--- src/rtl/mem_data_arbiter_if.sv ---
// Bus bundle between the two memory requesters, the arbiter and the data memory.
// The slave modport is the arbiter's view. The master modport is the view of the
// requesters plus the memory, which is how a testbench or the surrounding top drives it.
interface mem_data_arbiter_if #(
  parameter int p_WORD_LEN = 16,
  parameter int p_ADDR_LEN = 10
);
  logic [1:0]              i_req_valid;
  logic [1:0]              i_req_wr;
  logic [1:0]              i_req_lock;
  logic [2*p_ADDR_LEN-1:0] i_req_addr;
  logic [2*p_WORD_LEN-1:0] i_req_wr_data;
  logic [1:0]              o_req_ready;
  logic [1:0]              o_rsp_valid;
  logic [p_WORD_LEN-1:0]   o_rsp_data;
  logic [1:0]              o_lock_owner;
  logic                    o_mem_wr_en;
  logic [p_ADDR_LEN-1:0]   o_mem_addr;
  logic [p_WORD_LEN-1:0]   o_mem_wr_data;
  logic [p_WORD_LEN-1:0]   i_mem_rd_data;

  modport slave (
    input  i_req_valid, i_req_wr, i_req_lock, i_req_addr, i_req_wr_data, i_mem_rd_data,
    output o_req_ready, o_rsp_valid, o_rsp_data, o_lock_owner,
           o_mem_wr_en, o_mem_addr, o_mem_wr_data
  );

  modport master (
    output i_req_valid, i_req_wr, i_req_lock, i_req_addr, i_req_wr_data, i_mem_rd_data,
    input  o_req_ready, o_rsp_valid, o_rsp_data, o_lock_owner,
           o_mem_wr_en, o_mem_addr, o_mem_wr_data
  );
endinterface

--- src/rtl/mem_data_arbiter.sv ---
// Round-robin arbiter sharing the single-port data memory between the MEM stage
// (port 0) and the debug/loader port (port 1). A requester may hold a bounded lock
// for uninterrupted multi-word sequences. Read data returns one cycle after the grant
// and is steered to whichever port issued the read.
module mem_data_arbiter #(
  parameter int p_WORD_LEN = 16,
  parameter int p_ADDR_LEN = 10,
  parameter int p_MAX_LOCK = 8
) (
  input logic i_clk,
  input logic i_rst,
  mem_data_arbiter_if.slave bus
);

  localparam int CntW = $clog2(p_MAX_LOCK + 1);
  localparam logic [CntW-1:0] MaxCnt = CntW'(p_MAX_LOCK);

  typedef enum logic {
    ARB,
    LOCKED
  } state_t;

  state_t          state_q, state_d;
  logic            owner_q, owner_d;
  logic            last_q, last_d;
  logic [CntW-1:0] lockCnt_q, lockCnt_d;
  logic [1:0]      rspPort_q, rspPort_d;

  logic [1:0] grant;
  logic       granted;
  logic       selPort;

  // Decide the one-hot grant: round-robin on ties in ARB, owner-only while locked.
  always_comb begin
    grant = 2'b00;
    if (state_q == LOCKED) begin
      if (bus.i_req_valid[owner_q]) begin
        grant[owner_q] = 1'b1;
      end
    end else begin
      case (bus.i_req_valid)
        2'b01:   grant = 2'b01;
        2'b10:   grant = 2'b10;
        2'b11:   grant = last_q ? 2'b01 : 2'b10;
        default: grant = 2'b00;
      endcase
    end
  end

  assign granted = |grant;
  // With no grant the memory side shows port 0's fields, so selecting on grant[1] covers both cases.
  assign selPort = grant[1];

  assign bus.o_req_ready   = grant;
  assign bus.o_mem_wr_en   = granted && bus.i_req_wr[selPort];
  assign bus.o_mem_addr    = selPort ? bus.i_req_addr[p_ADDR_LEN +: p_ADDR_LEN]
                                     : bus.i_req_addr[0 +: p_ADDR_LEN];
  assign bus.o_mem_wr_data = selPort ? bus.i_req_wr_data[p_WORD_LEN +: p_WORD_LEN]
                                     : bus.i_req_wr_data[0 +: p_WORD_LEN];
  assign bus.o_rsp_valid   = rspPort_q;
  assign bus.o_rsp_data    = bus.i_mem_rd_data;
  assign bus.o_lock_owner  = (state_q == LOCKED) ? (owner_q ? 2'b10 : 2'b01) : 2'b00;

  // Next-state logic: lock entry/exit, round-robin history and read-response tracking.
  always_comb begin
    state_d   = state_q;
    owner_d   = owner_q;
    last_d    = last_q;
    lockCnt_d = lockCnt_q;
    rspPort_d = 2'b00;

    if (granted) begin
      last_d = selPort;
      if (!bus.i_req_wr[selPort]) begin
        rspPort_d = grant;
      end
    end

    case (state_q)
      ARB: begin
        if (granted && bus.i_req_lock[selPort]) begin
          state_d   = LOCKED;
          owner_d   = selPort;
          lockCnt_d = CntW'(1);
        end
      end
      LOCKED: begin
        // Dropping the lock or hitting the bound ends ownership; the owner then loses the next tie.
        if (!bus.i_req_lock[owner_q] || (lockCnt_q == MaxCnt)) begin
          state_d   = ARB;
          last_d    = owner_q;
          lockCnt_d = '0;
        end else begin
          lockCnt_d = lockCnt_q + CntW'(1);
        end
      end
      default: begin
        state_d   = ARB;
        lockCnt_d = '0;
      end
    endcase
  end

  // State registers; reset abandons any lock and drops a pending read response.
  always_ff @(posedge i_clk or posedge i_rst) begin
    if (i_rst) begin
      state_q   <= ARB;
      owner_q   <= 1'b0;
      last_q    <= 1'b1;
      lockCnt_q <= '0;
      rspPort_q <= 2'b00;
    end else begin
      state_q   <= state_d;
      owner_q   <= owner_d;
      last_q    <= last_d;
      lockCnt_q <= lockCnt_d;
      rspPort_q <= rspPort_d;
    end
  end

endmodule
--- src/flat_wrapper.sv ---
// flat-port wrapper written by rule: the top's interface ports become plain ports
module mem_data_arbiter_flat 
#(
  parameter int p_WORD_LEN = 16,
  parameter int p_ADDR_LEN = 10,
  parameter int p_MAX_LOCK = 8
)
  (i_clk, i_rst, bus_i_req_valid, bus_i_req_wr, bus_i_req_lock, bus_i_req_addr, bus_i_req_wr_data, bus_i_mem_rd_data, bus_o_req_ready, bus_o_rsp_valid, bus_o_rsp_data, bus_o_lock_owner, bus_o_mem_wr_en, bus_o_mem_addr, bus_o_mem_wr_data);
  mem_data_arbiter_if #(.p_WORD_LEN(p_WORD_LEN), .p_ADDR_LEN(p_ADDR_LEN)) bus_i ();
  input logic i_clk;
  input logic i_rst;
  input wire logic [$bits(bus_i.i_req_valid)-1:0] bus_i_req_valid;
  input wire logic [$bits(bus_i.i_req_wr)-1:0] bus_i_req_wr;
  input wire logic [$bits(bus_i.i_req_lock)-1:0] bus_i_req_lock;
  input wire logic [$bits(bus_i.i_req_addr)-1:0] bus_i_req_addr;
  input wire logic [$bits(bus_i.i_req_wr_data)-1:0] bus_i_req_wr_data;
  input wire logic [$bits(bus_i.i_mem_rd_data)-1:0] bus_i_mem_rd_data;
  output wire logic [$bits(bus_i.o_req_ready)-1:0] bus_o_req_ready;
  output wire logic [$bits(bus_i.o_rsp_valid)-1:0] bus_o_rsp_valid;
  output wire logic [$bits(bus_i.o_rsp_data)-1:0] bus_o_rsp_data;
  output wire logic [$bits(bus_i.o_lock_owner)-1:0] bus_o_lock_owner;
  output wire logic [$bits(bus_i.o_mem_wr_en)-1:0] bus_o_mem_wr_en;
  output wire logic [$bits(bus_i.o_mem_addr)-1:0] bus_o_mem_addr;
  output wire logic [$bits(bus_i.o_mem_wr_data)-1:0] bus_o_mem_wr_data;
  assign bus_i.i_req_valid = bus_i_req_valid;
  assign bus_i.i_req_wr = bus_i_req_wr;
  assign bus_i.i_req_lock = bus_i_req_lock;
  assign bus_i.i_req_addr = bus_i_req_addr;
  assign bus_i.i_req_wr_data = bus_i_req_wr_data;
  assign bus_i.i_mem_rd_data = bus_i_mem_rd_data;
  assign bus_o_req_ready = bus_i.o_req_ready;
  assign bus_o_rsp_valid = bus_i.o_rsp_valid;
  assign bus_o_rsp_data = bus_i.o_rsp_data;
  assign bus_o_lock_owner = bus_i.o_lock_owner;
  assign bus_o_mem_wr_en = bus_i.o_mem_wr_en;
  assign bus_o_mem_addr = bus_i.o_mem_addr;
  assign bus_o_mem_wr_data = bus_i.o_mem_wr_data;
  mem_data_arbiter #(.p_WORD_LEN(p_WORD_LEN), .p_ADDR_LEN(p_ADDR_LEN), .p_MAX_LOCK(p_MAX_LOCK)) u_core (.i_clk(i_clk), .i_rst(i_rst), .bus(bus_i));
endmodule
--- config.mk ---
export PLATFORM = sky130hd
export DESIGN_NAME = mem_data_arbiter_flat
export DESIGN_NICKNAME = d
export VERILOG_FILES = /design/src/rtl/mem_data_arbiter_if.sv /design/src/rtl/mem_data_arbiter.sv /design/src/flat_wrapper.sv
export SDC_FILE = /design/constraint.sdc
export NUM_CORES = 1
export LEC_CHECK = 0
export CAP_MARGIN = 10
export CORE_ASPECT_RATIO = 0.7
export CORE_MARGIN = 2
export CORE_UTILIZATION = 26
export CTS_BUF_LIST = sky130_fd_sc_hd__clkbuf_4 sky130_fd_sc_hd__clkbuf_8
export CTS_CLUSTER_DIAMETER = 120
export CTS_CLUSTER_SIZE = 20
export DETAILED_ROUTE_END_ITERATION = 10
export PLACE_DENSITY = 0.79
export SLEW_MARGIN = 20
export SYNTH_ARGS = -nofsm -noshare
export SYNTH_HDL_FRONTEND = slang
export SYNTH_SLANG_ARGS = --single-unit
--- constraint.sdc ---
create_clock -name i_clk -period 1.6 [get_ports i_clk]
set_input_delay 0.48 -clock i_clk [delete_from_list [all_inputs] [get_ports i_clk]]
set_output_delay 0.48 -clock i_clk [all_outputs]
set_load 0.05 [all_outputs]
==> reports/metrics.cfg, run 1 <==
[timing]
worstMarginPinSlew_ns=0.355
final-max-slew-violation-count=0
setup_slack_ns=-0.526
period_share=1.33
hold_viol=0
clock_skew_ns=0.000313
period_minus_slack_ns=2.13
relSlewSlack=0.763
fmax_mhz=470
rsz0062_at_grt=true
hold_slack_ns=0.517
setup_violations=30

[status]
violations=negative setup slack
outcome=complete, but fails checks

[setup_path]
cp-end-kind=primary output
setup.worst_path.start_class=flip-flop
reg2reg_slack_ns=0.20
arrival_ns=1.65
rr_worst_depth=5
reg2reg_to=u_core.lockCnt_q[3]$_DFFE_PP0P_
crit_type=flip-flop to primary output
worstPathMaxFanout=13
timing.rr.start=u_core.lockCnt_q[0]$_DFFE_PP0P_
cp.required_ns=1.12

[clock_tree]
tritoncts=built
cts_made_buffers=3
insertion_delay_ns=0.23
clock-sinks=9
root_buffer=clkbuf_8
clkTransAtPathRegs_ns=0.05
htreeDepth=1
ctsLongestPathBuffers=2

[power_and_ir_drop]
power_frac_seq=0.119
switching_share=0.451
power_density_nw_per_um2=1470
switchingPower_mw=1.54
power_mw=3.41
ir_drop_uv=678
intPower_mw=1.87
clockPowerShare=0.084
power.leakage_nw=1.11
pwr-share-comb=0.798

[run]
maxCapViolCount=0

[logic_synthesis]
synthTopCellsByArea=mux2_4 (35%), dfrtp_1 (18%), buf_4 (11%)
yosys.area.top_type=mux2_4
yosys_warnings=0
yosysTopAreaCellShare=0.346
synth_area_per_cell_um2=11.2
synth_edf_count=0
syn-num-nets=179
synth_cell_types=34
synthCells=101
ys_ff_latch=9
syn-cell-area_um2=1130
synth-main-ff-cell=dfrtp_1
async_flop_share=1.00
seq_area_frac_synth=0.201

[die]
dieArea_um2=4890
start_util=0.279
coreArea_um2=4040
ioPinCount=125
die_height_um=59.1
die_x_um=82.7
rows=19

[placement]
dp_hpwl_mm=2.92
globalplace.congestion=0.725
pre_cts_ws_ns=-0.818
io_buffers=92
place_inst=242

[detailed_routing]
ant_nets=0
drt_wl_total_mm=3.52
vias_per_cell=4.39
drcViolationCount=0
num_vias=1094
firstDrtPassIters=3
wl_per_cell_um=14.1
drtIter0Drc=13

[cells_and_area]
num_antenna_cells=0
fillCellCount=361
fin_nets=276
mostFrequentLayoutCells=clkdlybuf4s50_1 (57), buf_6 (30), mux2_4 (26)
area_growth_syn_to_layout_pct=106
final_common_cell=clkdlybuf4s50_1
stdcell_count=249
drive_gt1_frac=0.492

[global_route]
grt_pass1_vias=1153
antenna_found_initial=0
gr-total-overflow=0
grt_start_max_net_pins=14
grt_pass1_wl_mm=5.09
grtUsageTotal=0.137

[min_path]
hp-class=input port to asynchronous set/reset pin

stage by stage:
stage	TNS, ns	util	area (µm²)
3_5_place_dp	-25.71	0.522	2110
5_1_grt	-15.89	0.574	2320
6_report	-14.46	0.574	2320
2_1_floorplan	-4.36	-	1150
3_3_place_gp	-24.69	0.522	2110
4_1_cts	-15.05	0.568	2290
cell type report:
cell class / count / area [µm²] / share of cell area
repair buffers: 112 / 1210 / 0.520
multi-input cells: 63 / 729 / 0.314
flip-flops and latches: 9 / 228 / 0.0981
well taps: 52 / 65.1 / 0.0280
clock buffers: 4 / 48.8 / 0.0210
inverters: 9 / 42.5 / 0.0183
registers in the layout (all words and copies together) (netlist names):
name	flops
u_core.owner_q	1
u_core.bus.o_rsp_valid	2
u_core.last_q	1
u_core.state_q	1
u_core.lockCnt_q	4
power groups by stage:
stage	clock [mW]	sequential [mW]	combinational [mW]
after CTS	0.292	0.402	2.70
after global placement	0	0.399	2.44
final	0.285	0.404	2.72
after detailed placement	0	0.403	2.47
after floorplan	0	0.431	1.68
after global routing	0.303	0.416	2.86
cells in the mapped netlist, drive strengths merged (2+ instances only):
cell     n
dfrtp    8
buf     20
nor2     2
nor2b    3
nand2    3
mux2    26
a32o     3
a21oi    2
nand2b   2
ha       2
nand3    2
inv      9
metal layers:
| metal | vias up | wire length (µm) | GRT usage |
|---|---|---|---|
| met5 | - | 0 | 0 |
| met4 | 0 | 55 | 0.0585 |
| met3 | 6 | 379 | 0.0412 |
| met2 | 58 | 1800 | 0.249 |
| met1 | 495 | 1280 | 0.148 |
| li1 | 535 | - | - |
worst max-delay path by stage:
stage	from	endpoint	slack [ns]	depth (start not counted)
global route	u_core.last_q$_DFF_PP1_	bus_o_mem_addr[3]	-0.58	5
global placement	bus_i_req_valid[0]	bus_o_mem_addr[9]	-0.78	6
floorplan	u_core.state_q$_DFF_PP0_	bus_o_mem_addr[0]	-0.16	5
CTS	u_core.last_q$_DFF_PP1_	bus_o_mem_addr[7]	-0.54	5
detailed placement	bus_i_req_valid[0]	bus_o_mem_addr[7]	-0.82	6
finish	u_core.last_q$_DFF_PP1_	bus_o_mem_wr_data[10]	-0.53	5
timing repair:
action | in CTS | in global routing
setup buffers | 2 | 1
pin swaps | 1 | 0
hold buffers | 0 | 0
gates resized for setup | 37 | 6
endpoints found under the setup margin | 38 | 31
cell families after synthesis:
group	after synthesis	synth area share
simple gates	19	0.121
fa+ha+maj	2	0.0222
compound gates	13	0.109
flops	9	0.201
mux	27	0.355
xor+xnor	2	0.0155
buf+inv	29	0.176
critical path, cell delays in order, from the launching register on:
cell and delay [ns]:
dfstp_2 0.55, nand3b_4 0.09, nand3_4 0.12, buf_12 0.17, mux2_4 0.32, buf_6 0.15
Power figures use the tool's default switching activity.
==> inputs of run 2 (changes only) <==
Settings changed: SLEW_MARGIN 20 to 15.
==> results of run 2 <==
No change in the layout: final DEF, timing and power equal those of run 1.
==> inputs of run 3 (changes only) <==
Settings changed: ABC_CLOCK_PERIOD_IN_PS set to 1600.
==> results of run 3 <==
No change in the layout: final DEF, timing and power equal those of run 1.
